File: src/rtl/spi_byte_sequencer.sv
// Byte sequencer in front of spi_master: turns a valid/ready tx stream into one
// start/done transaction per byte and returns each received byte on an rx stream.
module spi_byte_sequencer #(
    parameter int         GAP_CYCLES     = 4,
    parameter int         TIMEOUT_CYCLES = 1024,
    parameter logic [1:0] CDIV           = 2'b00,
    parameter logic       MSB_FIRST      = 1'b1
) (
    input  logic       clk,
    input  logic       rstb,
    input  logic       tx_valid,
    output logic       tx_ready,
    input  logic [7:0] tx_data,
    input  logic       tx_last,
    output logic       rx_valid,
    input  logic       rx_ready,
    output logic [7:0] rx_data,
    output logic       rx_last,
    output logic       spi_start,
    output logic [7:0] spi_tdat,
    output logic [1:0] spi_cdiv,
    output logic       spi_mlb,
    input  logic       spi_done,
    input  logic [7:0] spi_rdata,
    output logic       busy,
    output logic       err_timeout,
    input  logic       err_clr
);

    typedef enum logic [2:0] {S_IDLE, S_ISSUE, S_WAIT, S_RESP, S_GAP} state_t;

    localparam logic [15:0] WD_MAX  = 16'(TIMEOUT_CYCLES - 1);
    localparam logic [7:0]  GAP_MAX = 8'(GAP_CYCLES - 1);

    state_t      state;
    logic        last_r;
    logic [15:0] wd;
    logic [7:0]  gap;
    logic        done_m, done_s;
    logic [7:0]  rdata_m, rdata_s;
    logic        wd_fire;

    assign spi_cdiv = CDIV;
    assign spi_mlb  = MSB_FIRST;

    // Master updates on negedge; these flops free-run so reset never fakes a done edge.
    always_ff @(posedge clk) begin
        done_m  <= spi_done;
        done_s  <= done_m;
        rdata_m <= spi_rdata;
        rdata_s <= rdata_m;
    end

    assign wd_fire = ((state == S_ISSUE) || (state == S_WAIT)) && (wd == WD_MAX);

    always_ff @(posedge clk) begin
        if (!rstb) begin
            state       <= S_IDLE;
            tx_ready    <= 1'b0;
            rx_valid    <= 1'b0;
            rx_data     <= 8'h00;
            rx_last     <= 1'b0;
            spi_start   <= 1'b0;
            spi_tdat    <= 8'hFF;
            busy        <= 1'b0;
            err_timeout <= 1'b0;
            last_r      <= 1'b0;
            wd          <= '0;
            gap         <= '0;
        end else begin
            // A fresh timeout beats a simultaneous clear.
            if (wd_fire)
                err_timeout <= 1'b1;
            else if (err_clr)
                err_timeout <= 1'b0;

            case (state)
                S_IDLE: begin
                    if (tx_valid && tx_ready) begin
                        spi_tdat  <= tx_data;
                        last_r    <= tx_last;
                        tx_ready  <= 1'b0;
                        spi_start <= 1'b1;
                        busy      <= 1'b1;
                        wd        <= '0;
                        state     <= S_ISSUE;
                    end else begin
                        tx_ready <= 1'b1;
                    end
                end
                S_ISSUE, S_WAIT: begin
                    wd <= wd + 16'd1;
                    if (wd_fire) begin
                        // Poisoned byte keeps the frame aligned downstream.
                        spi_start <= 1'b0;
                        rx_data   <= 8'hFF;
                        rx_last   <= last_r;
                        rx_valid  <= 1'b1;
                        state     <= S_RESP;
                    end else if ((state == S_ISSUE) && !done_s) begin
                        spi_start <= 1'b0;
                        state     <= S_WAIT;
                    end else if ((state == S_WAIT) && done_s) begin
                        rx_data  <= rdata_s;
                        rx_last  <= last_r;
                        rx_valid <= 1'b1;
                        state    <= S_RESP;
                    end
                end
                S_RESP: begin
                    if (rx_ready) begin
                        rx_valid <= 1'b0;
                        gap      <= '0;
                        state    <= S_GAP;
                    end
                end
                S_GAP: begin
                    if (gap == GAP_MAX) begin
                        state    <= S_IDLE;
                        busy     <= 1'b0;
                        tx_ready <= 1'b1;
                    end else begin
                        gap <= gap + 8'd1;
                    end
                end
                default: state <= S_IDLE;
            endcase
        end
    end

endmodule

File: config.mk
export PLATFORM = sky130hd
export DESIGN_NAME = spi_byte_sequencer
export DESIGN_NICKNAME = d
export VERILOG_FILES = /design/src/rtl/spi_byte_sequencer.sv
export SDC_FILE = /design/constraint.sdc
export NUM_CORES = 1
export LEC_CHECK = 0
export CAP_MARGIN = 20
export CORE_MARGIN = 5
export CORE_UTILIZATION = 53
export CTS_BUF_LIST = sky130_fd_sc_hd__clkbuf_16
export DETAILED_ROUTE_END_ITERATION = 8
export PLACE_DENSITY = 0.81
export SLEW_MARGIN = 20
export SYNTH_ARGS = -nofsm -noshare
export SYNTH_HDL_FRONTEND = slang
export SYNTH_SLANG_ARGS = --single-unit
File: constraint.sdc
create_clock -name clk -period 5.3 [get_ports clk]
set_clock_uncertainty 0.15 [all_clocks]
set_input_delay 1.325 -clock clk [delete_from_list [all_inputs] [get_ports clk]]
set_output_delay 1.325 -clock clk [all_outputs]
set_load 0.005 [all_outputs]
==> out/results.ini, run 1 <==
[run_status]
status=completed

[logic_synthesis]
ys_seq_area_share_pct=52.8
async_flop_share_pct=0
synth.cell_area_um2=2580
syn_inst=261
synth_xor_area_share_pct=5.43
yosys.area_share.simple_pct=22.5
synth_seq_cells=68
muxShareOfSynthArea_pct=1.16
synth_edf_count=0
synth_cell_types=48
ys.flop_type=dfxtp_1
yosysWarnings=0
synth_top_family_by_area=simple AND/OR/NAND/NOR gates
synth.top_cell.area_share_pct=52.8
yosys.area.top_type=dfxtp_1
syn_avg_cell_area_um2=9.88
synth_compound_area_share_pct=12.8
synth_adder_area_share_pct=0.970
synth.area.top_cells=dfxtp_1 (53%), nand2_1 (4.7%), nor2_1 (3.5%), o221a_2 (3.5%), xnor2_1 (3.1%)

[layout]
layout-drive-gt1-share_pct=10.3
insertedDiodeCount=0
finalNetCount=332
fill_cells=352
area_growth_pct=31.4

[routing]
vias_per_cell=5.37
ant_nets=0
first_pass_iters=4
drcViolationCount=0
drtIter0Drc=111
dr_total_vias=2028
totalWireLength_um=5210
wl_per_cell_um=13.8

[cts]
root_buffer=clkbuf_16
post_cts_resized=0
clkTransAtPathRegs_ps=50
cts_max_path_buffers=2
cts_hold_buf=0
clock_latency_ps=330
htree_num_levels=3
cts.sinks=68
cts_setup_buffers=0
numCtsBuffers=9
cts_tree=done

[worst_setup_path]
crit_type=input pin to register
required_ps=5340
regToRegSetupSlack_ps=3080
worst_setup_path_end_kind=register
cp_data_arrival_time_ps=2880
cp-start-kind=input pin
critPathMaxFanout=15

[floorplanning]
die-area_um2=6360
ios=48
start_util_pct=54.6
core_area_um2=4720
die_w_um=79.8
rows=25
die_y_um=79.8

[sta]
hold_viol=0
finalCritPeriodShare_pct=53.4
setup_slack_ps=2470
clock.fmax_mhz=353
drv_slew=0
tns_ps=0
max_slew.worst_pin.slew_ps=582
min_period_ps=2830
rsz0062_at_grt=no
setup-violations-final=0
max_slew_margin_pct=60.9

[power_and_ir_drop]
power.share.combinational_pct=17.8
p_clk_share_pct=44.1
seqPwrFrac_pct=38.2
internal_power_w=0.00123
ir_worst_vdd_mv=0.323
power_density_nw_per_um2=480
leakage_nw=1.27
total_power_w=0.00163
p_sw_w=0.000401
p_sw_share_pct=24.7

[global_routing]
grt_max_degree=31
gr-usage-all-layers_pct=18.5
grt-ovfl-total=0
grt_pass1_vias=1995
grt_pass1_wl_um=9100
grt_antenna_before_repair=0

[placement]
numPortBuffers=44
pre_cts_ws_ps=2120
dpl.hpwl_um=3520
routabilityCongestion=0.817

[min_path]
hold_class=register to register

[run]
cap_violations=0

routing by layer:
metal | GRT usage (%) | wire, um
met5 | 0 | 0
met4 | 7.09 | 97
met3 | 6.32 | 281
met2 | 31.0 | 2570
met1 | 21.7 | 2260
power by group through the flow:
stage	Combinational [W]	Sequential, W	Clock [W]
final	0.000289	0.000621	0.000717
after global routing	0.000322	0.000632	0.000750
after CTS	0.000293	0.000620	0.000727
after detailed placement	0.000290	0.000630	0
after global placement	0.000283	0.000628	0
after floorplan	0.000195	0.000611	0
path summary, 6_finish.rpt:
kind	startpoint	to	cells past startpoint
worst min register to register	done_m$_DFF_P_	done_s$_DFF_P_	0
worst max-delay path	tx_valid	wd[15]$_SDFFE_PN0P_	6
worst max register to register	wd[0]$_SDFFE_PN0P_	rx_last$_SDFFE_PN0P_	6
worst min-delay path	done_m$_DFF_P_	done_s$_DFF_P_	0
cells in the final DEF (no fill, tap or decap), types with 4 or more instances in the layout:
cell type / instances
inv_1: 5
nand3_1: 15
clkbuf_16: 9
nor2_1: 24
or3_1: 4
xor2_1: 7
nor2b_1: 5
bufinv_16: 4
o221a_2: 8
a21oi_1: 11
a21boi_0: 6
xnor2_1: 9
dfxtp_1: 68
o21ai_0: 6
nor3_1: 6
clkdlybuf4s50_1: 44
nand2_1: 32
area by class of cell:
| class | instances | area (um2) | area share, % |
|---|---|---|---|
| clock buffer | 9 | 225 | 6.64 |
| clock inverter | 6 | 138 | 4.06 |
| inverter | 5 | 18.8 | 0.554 |
| multi-input combinational | 178 | 1120 | 32.9 |
| sequential | 68 | 1360 | 40.1 |
| tap | 67 | 83.8 | 2.47 |
| timing repair buffer | 45 | 448 | 13.2 |
sequential cells by signal, summed over array words and instances (netlist names):
name         cells
wd              16
gap              8
rdata_m          8
rdata_s          8
rx_data          8
spi_tdat         8
state            3
busy             1
done_m           1
done_s           1
err_timeout      1
last_r           1
rx_last          1
rx_valid         1
spi_start        1
tx_ready         1
metrics by stage:
stage | utilization, % | hold WS [ps] | cells | area (um2)
after floorplan | - | 160 | 262 | 2580
after global placement | 64.1 | 160 | 363 | 3030
after detailed placement | 64.1 | 163 | 363 | 3030
after CTS | 71.8 | 176 | 378 | 3390
after global routing | 71.8 | 182 | 378 | 3390
final | 71.8 | 171 | 378 | 3390
kinds of logic after synthesis:
| logic type | count (synthesis) |
|---|---|
| flip-flops | 68 |
| other | 2 |
| multiplexers | 3 |
| XOR/XNOR | 16 |
| AND/OR/NAND/NOR | 111 |
| adder cells (fa/ha/maj) | 2 |
| AO/OA/AOI/OAI | 43 |
| buffers and inverters | 16 |
synth_stat cells (6+ instances only):
cell type	n
nand2_1	32
xor2_1	7
o221a_2	8
a21oi_1	11
o21ai_0	6
nand3_1	15
a21boi_0	6
dfxtp_1	68
nor3_1	6
xnor2_1	9
nor2_1	24
critical path, stage by stage:
cell and delay (ps):
clkdlybuf4s50_1 500, nand2_1 110, nor2_1 110, nand2_1 260, nand2_1 480, nor2_1 90
Power figures use the tool's default switching activity.
==> run 2: changes to the inputs <==
- CORE_UTILIZATION: 53 -> 51
- PLACE_DENSITY: 0.81 -> 0.78
- clock period: 5.3 -> 2.77 ns (I/O delays scaled with it)
==> run 2 against run 1 <==
Sequential power grew 92%. Count of clock-buffer cells in the layout unchanged. Register-to-register slack got worse by 2500 ps. Hold slack gained 2.6 ps. Largest cell class unchanged. Highest routed layer unchanged.
==> out/results.ini, run 2 (synthesis gave the netlist of run 1 again) <==
[layout]
final_cells=381
multi_input_area_um2=1120
final_common_cell=dfxtp_1
largest_reg_flops=16
regArea_um2=1360
area_growth_pct=29.0
layout_common_cells=dfxtp_1 (68), clkdlybuf4s50_1 (44), nand2_1 (32), nor2_1 (24), nand3_1 (15)
insertedDiodeCount=0
layout-drive-gt1-share_pct=10.2
largest_register=wd
design_area_um2=3330
fill_cells=391
finalNetCount=334

[worst_setup_path]
cp-start-kind=register
worst_setup_path_end_kind=register
crit_type=register to register
critPathMaxFanout=8
cp_data_arrival_time_ps=2340
required_ps=2880

[routing]
first_pass_iters=4
wl_per_cell_um=13.9
dr_total_vias=1996
drcViolationCount=0
totalWireLength_um=5300
vias_per_cell=5.24
drtIter0Drc=93
ant_nets=0

[sta]
clock.fmax_mhz=449
max_slew_margin_pct=64.5
drv_slew=0
setup-violations-final=0
setup_slack_ps=542
max_slew.worst_pin.slew_ps=532
finalCritPeriodShare_pct=80.4
rsz0062_at_grt=no
hold_viol=0
min_period_ps=2230
tns_ps=0

[power_and_ir_drop]
power.share.combinational_pct=20.0
internal_power_w=0.00207
p_sw_w=0.000745
leakage_nw=1.24
power_density_nw_per_um2=846
p_sw_share_pct=26.5
seqPwrFrac_pct=42.2
total_power_w=0.00282
ir_worst_vdd_mv=0.576
p_clk_share_pct=37.8

[floorplanning]
die_w_um=81.1
die-area_um2=6580
core_area_um2=4820
rows=25
start_util_pct=53.6
ios=48
die_y_um=81.1

[global_routing]
grt_antenna_before_repair=0
grt-ovfl-total=0
grt_max_degree=25
grt_pass1_vias=1962
gr-usage-all-layers_pct=18.0
grt_pass1_wl_um=8980

[cts]
cts_setup_buffers=0
cts.sinks=68
cts_max_path_buffers=2
htree_num_levels=3
root_buffer=clkbuf_16
numCtsBuffers=9
cts_tree=done
clock_latency_ps=320
cts_hold_buf=0
post_cts_resized=0
clkTransAtPathRegs_ps=50

[run_status]
status=completed

[placement]
dpl.hpwl_um=3530
place_area_um2=3040
routabilityCongestion=0.830
placedCellCount=365
numPortBuffers=44
pre_cts_ws_ps=238

[min_path]
hold_class=register to register

[run]
cap_violations=0

==> run 2: changes by cell type in the layout (fill, tap and decap cells not counted), sizes merged <==
cell      change
clkinvlp      +1
buf           +2
inv           +1
clkinv        +2
bufinv        -3
==> run 2: stage by stage <==
stage	hold WS (ps)	utilization, %
after global routing	191	69.1
after CTS	176	69.1
after detailed placement	163	63.2
final	174	69.1
after global placement	160	63.2
after floorplan	160	-
==> run 2: worst paths after layout <==
| path | from | endpoint | slack, ps | cells after the start |
|---|---|---|---|---|
| setup / recovery | wd[0]$_SDFFE_PN0P_ | rx_data[6]$_SDFFE_PN0P_ | 540 | 6 |
| hold / removal | rdata_m[7]$_DFF_P_ | rdata_s[7]$_DFF_P_ | 170 | 0 |
| setup reg to reg | wd[0]$_SDFFE_PN0P_ | rx_data[6]$_SDFFE_PN0P_ | 540 | 6 |
| hold reg to reg | rdata_m[7]$_DFF_P_ | rdata_s[7]$_DFF_P_ | 170 | 0 |
==> run 2: final cells by class <==
type,instances,area share (%)
clock buffer,9,6.77
clock inverter,7,1.77
inverter,5,0.564
multi-input combinational,178,33.5
sequential,68,40.9
tap,67,2.52
timing repair buffer,47,13.9
==> run 2: routing by layer <==
metal / vias to the layer above / share of wire, % / GRT usage, %
met5: - / 0 / 0
met4: 0 / 1.7 / 8.45
met3: 9 / 5.3 / 6.65
met2: 50 / 48 / 29.1
met1: 934 / 45 / 21.0
li1: 1003 / - / -
==> run 2: power by group through the flow <==
stage          combinational [W]  sequential (W)  clock, W
6_report                0.000563         0.00119   0.00106
5_1_grt                 0.000625         0.00121   0.00114
4_1_cts                 0.000571         0.00119   0.00109
3_5_place_dp            0.000563         0.00120         0
3_3_place_gp            0.000555         0.00120         0
2_1_floorplan           0.000372         0.00117         0
==> run 2: worst max-delay path, cell delays in order, from the launching register on <==
cell and delay (ps):
dfxtp_1 380, ha_1 230, nor4bb_1 290, nand4_1 260
or2_1 350, nand2_1 280, o221a_2 240
==> variant 1: new RTL, config.mk and constraints of run 1 <==
Put one more register stage on the output `err_timeout`. The value now appears one clock later. The other outputs are not delayed to match.
--- a/src/rtl/spi_byte_sequencer.sv
+++ b/src/rtl/spi_byte_sequencer.sv
@@ -34,2 +34,4 @@
 
+    logic err_timeout_s0;
+
     state_t      state;
@@ -65,3 +67,3 @@
             busy        <= 1'b0;
-            err_timeout <= 1'b0;
+            err_timeout_s0 <= 1'b0;
             last_r      <= 1'b0;
@@ -72,5 +74,5 @@
             if (wd_fire)
-                err_timeout <= 1'b1;
+                err_timeout_s0 <= 1'b1;
             else if (err_clr)
-                err_timeout <= 1'b0;
+                err_timeout_s0 <= 1'b0;
 
@@ -130,2 +132,6 @@
 
+    always_ff @(posedge clk) begin
+        err_timeout <= err_timeout_s0;
+    end
+
 endmodule
Behaviour: same outputs for any inputs over 10 cycles, from zero or initial values and one cycle with rstb low; that may be too few to reach the edited logic, so the function may still have changed.
==> variant 1 against run 1 <==
- first-iteration DRC count up 19%
- die area is 0.68% higher
- sequential cell count is 1 higher
- area after synthesis rose by 0.78%
- power down 8.5%
- sequential power increased by 1%
- global-route usage down 0.18 points
- highest routed layer unchanged
- design area down 1.7%
- worst setup slack worse by 0.32 ns
- hold slack improved by 0.0029 ns
- wire length is 0.33% lower
==> variant 1: results (changes against run 1) <==
- The placed wire-length estimate is 3452 µm (-2.0%).
- The worst IR drop on VDD was 0.0002939 V (-9.0%).
* Synth area leaders: dfxtp_1 (53%), nand2_1 (4.6%), nor2_1 (3.5%)
- CTS tree: done
* Iteration-0 DRC Markers: 132 (+19%)
* Hold depth: 0 (unchanged)
- Clock-pin slew of the registers on the worst-case setup and hold paths: 0.06 ns
* Reported leakage power: 1.233 nW (-2.7%)
- Headroom to the max-slew limit: 36.06% (-25 points)
- I/O Buffers: 44 (unchanged)
* Number of H-tree branching levels: 3 (unchanged)
- Total setup buffers inserted after CTS: 0 (unchanged)
* Number of cells after detailed placement: 363 (unchanged)
- Number of buffers inserted during clock tree synthesis: 9 (unchanged)
* Net count reported at finish: 332 (unchanged)
* Crit path max fanout: 30 (+15)
- Post-DR vias/cell: 5.237 (-2.4%)
* Dpl ws: 1.746 ns (-0.3770 ns)
* Arrival time at the worst endpoint: 3.25 ns (+0.37 ns)
* Slowest cell on the critical path: clkdlybuf4s50_1
- First drt pass iteration count: 4 (unchanged)
- Fraction of final layout cells sized beyond drive strength 1: 9.295% (-0.99 points)
- R2R Path End: rx_last
* Startpoint of the worst register-to-register path: wd[0]
- The post-placement cell area came to 0.003040 mm² (+0.41%).
- Largest reg by FF count: wd
* Worst reg-to-reg path cell count: 6 (unchanged)
- CTS placed an instance of clkbuf_16 at the clock tree root.
- The delay of the slowest critical-path stage was 1.09 ns (+0.59 ns).
* Wire length of the first global-routing pass: 8852 µm (-2.7%)
- Total wire length after detailed routing: 5188 µm (-0.33%)
- Yosys warnings: 0 (unchanged)
- The routability-driven placement congestion ratio is 0.8100 (-0.80%).
* Largest register FFs: 16 (unchanged)
- Among cell families on the critical path, the largest total delay comes from buffers and inverters.
- Number of distinct library cell variants in the gate-level netlist after synthesis: 48 (unchanged)
- The clock insertion delay at the later pin of the skew report is 0.33 ns (about the same).
- The number of gates resized after cts was 0 (unchanged).
* Worst Hold Launch: rdata_m[3]
- Number of global-route vias before repair: 1,940 (-2.8%)
- Worst min-delay path endpoint: rdata_s[3]
* Fraction of synthesis flops using an asynchronous set or reset pin: 0% (unchanged)
- Most common library cells after synthesis: dfxtp_1 (69), nand2_1 (32), nor2_1 (24)
* Largest net degree at the start of global routing: 31 (unchanged)
* Clock buffer depth: 2 (unchanged)
- The internal power summed over all cells is 1.087 mW (-11%).
* Hold Worst Slack: 0.1741 ns (+0.002863 ns)
* Number of antenna violations at the first check in global routing: 0 (unchanged)
- Final standard cell count with taps included and fillers excluded: 379 (+0.26%)
- The internal reg-to-reg setup slack was 3.10 ns (+0.02 ns).
* Outcome: finished, final reports clean
- Number of antenna cells inserted: 0 (unchanged)
- The total routing resource utilization after global routing came to 18.28% (-0.18 points).
* Sequential-to-total area share from yosys stat: 53.13% (+0.36 points)
- Post-synthesis instance total: 262 (+0.38%)
-- variant 1: per-layer routing --
| metal | track usage (%) | vias up | part of all wire [%] |
|---|---|---|---|
| li1 | - | 999 | - |
| met1 | 20.89 | 925 | 46 |
| met2 | 28.89 | 54 | 46 |
| met3 | 9.481 | 7 | 6.6 |
| met4 | 6.926 | 0 | 1.4 |
| met5 | 0 | - | 0 |
-- variant 1: worst max-delay path by stage --
stage / start / cells past startpoint / end / slack [ns]
2_1_floorplan: tx_valid / 5 / state[1] / 2.90
3_3_place_gp: rstb / 3 / wd[9] / 1.79
3_5_place_dp: rstb / 3 / wd[11] / 1.75
4_1_cts: rstb / 3 / wd[8] / 2.11
5_1_grt: rstb / 3 / wd[9] / 1.87
6_report: rstb / 3 / wd[8] / 2.15
-- variant 1: power groups by stage --
stage          sequential, mW  clock (mW)  combinational (mW)
6_report                0.629       0.573               0.287
3_3_place_gp            0.635           0               0.284
2_1_floorplan           0.619           0               0.195
5_1_grt                 0.639       0.604               0.315
4_1_cts                 0.628       0.584               0.289
3_5_place_dp            0.637           0               0.288
-- variant 1: area by class of cell --
cell class | count | area, µm²
Clock inverter | 7 | 66.31
Multi-Input combinational cell | 178 | 1116
Tap cell | 67 | 83.83
Sequential cell | 69 | 1381
Clock buffer | 9 | 225.2
Timing Repair Buffer | 44 | 440.4
Fill cell | 365 | 1423
Inverter | 5 | 18.77
-- variant 1: cell families after synthesis --
family | after synthesis | share of synthesized area (%)
AO/OA/AOI/OAI | 43 | 12.71
XOR/XNOR | 16 | 5.390
adder cells (fa/ha/maj) | 2 | 0.9623
buffers and inverters | 16 | 4.090
flip-flops | 69 | 53.13
multiplexers | 3 | 1.155
other | 2 | 0.2888
AND/OR/NAND/NOR | 111 | 22.28
==> variant 2: new RTL, settings of run 1 <==
Without the edit above. Change the parameter `MSB_FIRST` from 1'b1 to 1'b0.
--- a/src/rtl/spi_byte_sequencer.sv
+++ b/src/rtl/spi_byte_sequencer.sv
@@ -6,3 +6,3 @@
     parameter logic [1:0] CDIV           = 2'b00,
-    parameter logic       MSB_FIRST      = 1'b1
+    parameter logic       MSB_FIRST      = 1'b0
 ) (
Function: changed (a bounded check fails within 4 cycles, from zero or initial values and one cycle with rstb low).
==> variant 2 against run 1 <==
- worst setup slack got worse by 0.15 ns
- first-iteration DRC count is 0.90% higher
- non-clock buffer count stayed put
- wire length rose by 0.61%
- power down 13%
- sequential cell count stayed put
- hold slack improved by 0.0027 ns
- combinational power about the same
- area after synthesis down 0.15%
- register-to-register slack hardly changed
- design area fell by 3.1%
- via count shrank 1.3%
- highest routed layer unchanged
==> variant 2: results (changes against run 1) <==
- Outcome: finished, final reports clean
* Number of antenna violations at the first check in global routing: 0 (unchanged)
- Worst setup path startpoint: rstb
- The met2 layer usage reported by global route is 30.38% (-0.58 points).
- Total wire length after detailed routing: 5237 µm (+0.61%)
- Per-instance average area after synthesis: 9.909 µm² (+0.24%)
* R2R Path End: rx_last
- The final routed wire length divided by cell count is 13.85 µm (+0.61%).
- Worst vdd ir: 0.0002913 V (-9.9%)
- Share of the final layout cell area in sequential cells: 41.42% (+1.3 points)
- Compound-gate portion of the synthesized area: 12.82% (+0.019 points)
- The worst hold slack across all endpoints was 0.1740 ns (+0.002689 ns).
- The routed wire length on met3 came to 295 µm (+5.0%).
* Max Clock Freq: 335.4 MHz (-5.0%)
- In this run the worst setup path terminates at wd[7].
- After synthesis, the most frequently instantiated cells are dfxtp_1 (68), nand2_1 (32), nor2_1 (24).
- Buffer type at the clock tree root: clkbuf_16
* Final GP Congestion: 0.8173 (about the same)
- The share of final-layout standard cells stronger than drive strength 1 came to 9.968% (-0.32 points).
* Number of antenna cells inserted: 0 (unchanged)
- Clock-pin slew of the registers on the worst-case setup and hold paths: 0.05 ns (about the same)
* Switching share of power: 27.64% (+3.0 points)
- The adder-cell share of the synthesized area was 0.9713% (+0.0014 points).
* Multiplexer area fraction after synthesis: 1.166% (+0.0017 points)
- The layout buffering overhead excluding clock cells came to 13.63% (+0.42 points).
* I/O Buffers: 44 (unchanged)
- The top fanout value on the critical path was 18 (+3).
- The leakage power of the design is 1.220 nW (-3.7%).
* Post-DR vias/cell: 5.294 (-1.3%)
- Largest reg by FF count: wd
* Number of global-route vias before repair: 1,909 (-4.3%)
- Clock buffer and inverter area fraction after layout: 7.880% (-2.8 points)
- The transition time of the tightest slew-check pin was 0.6164 ns (+0.03434 ns).
* Met1 Usage GRT: 20.13% (-1.5 points)
- Number of buffers other than clock buffers in the final layout: 45 (unchanged)
* Fraction of synthesized cell area in xor and xnor cells: 5.440% (+0.0079 points)
* Synth area leaders: dfxtp_1 (53%), nand2_1 (4.7%), nor2_1 (3.5%)
* Wire length of the first global-routing pass: 8728 µm (-4.1%)
* Met3 routing resource usage after global routing: 7.675% (+1.4 points)
- WL met2: 2558 µm (-0.27%)
* Iteration-0 DRC Markers: 112 (+0.90%)
- Sequential-to-total area share from yosys stat: 52.84% (+0.077 points)
- The number of fill cells is 371 (+5.4%).
- The largest net degree at the start of global routing is 19 (-39%).
- Global router's overall resource usage: 17.89% (-0.57 points)
- Arrival time at the worst endpoint: 3.07 ns (+0.19 ns)
- The met1 layer wirelength in the final routing is 2307 µm (+2.0%).
* Fraction of area in multi-input gates: 33.96% (+1.0 points)
- The internal reg-to-reg setup slack was 3.09 ns (about the same).
- Dpl ws: 2.011 ns (-0.1123 ns)
- The placed wire-length estimate is 3582 µm (+1.7%).
-- variant 2: cell types whose count changed after synthesis --
cell and change:
conb_1 -1
-- variant 2: worst max-delay path, cell delays in order --
cell             delay [ns]
clkdlybuf4s50_1        0.86
buf_4                  0.29
nand2_1                0.32
a21oi_1                0.26
-- variant 2: power by group through the flow --
stage               logic, mW  clock network, mW  registers [mW]
CTS                     0.293              0.524           0.621
finish                  0.289              0.511           0.622
global placement        0.282                  0           0.629
floorplan               0.195                  0           0.611
detailed placement      0.290                  0           0.629
global route            0.317              0.547           0.629
-- variant 2: kinds of logic (layout without fill, tap and decap cells) --
group                    count (synthesis)  in the layout
multiplexers                             3              3
AO/OA/AOI/OAI                           43             43
buffers and inverters                   16             65
flip-flops                              68             68
other                                    1              3
AND/OR/NAND/NOR                        111            111
XOR/XNOR                                16             16
adder cells (fa/ha/maj)                  2              2
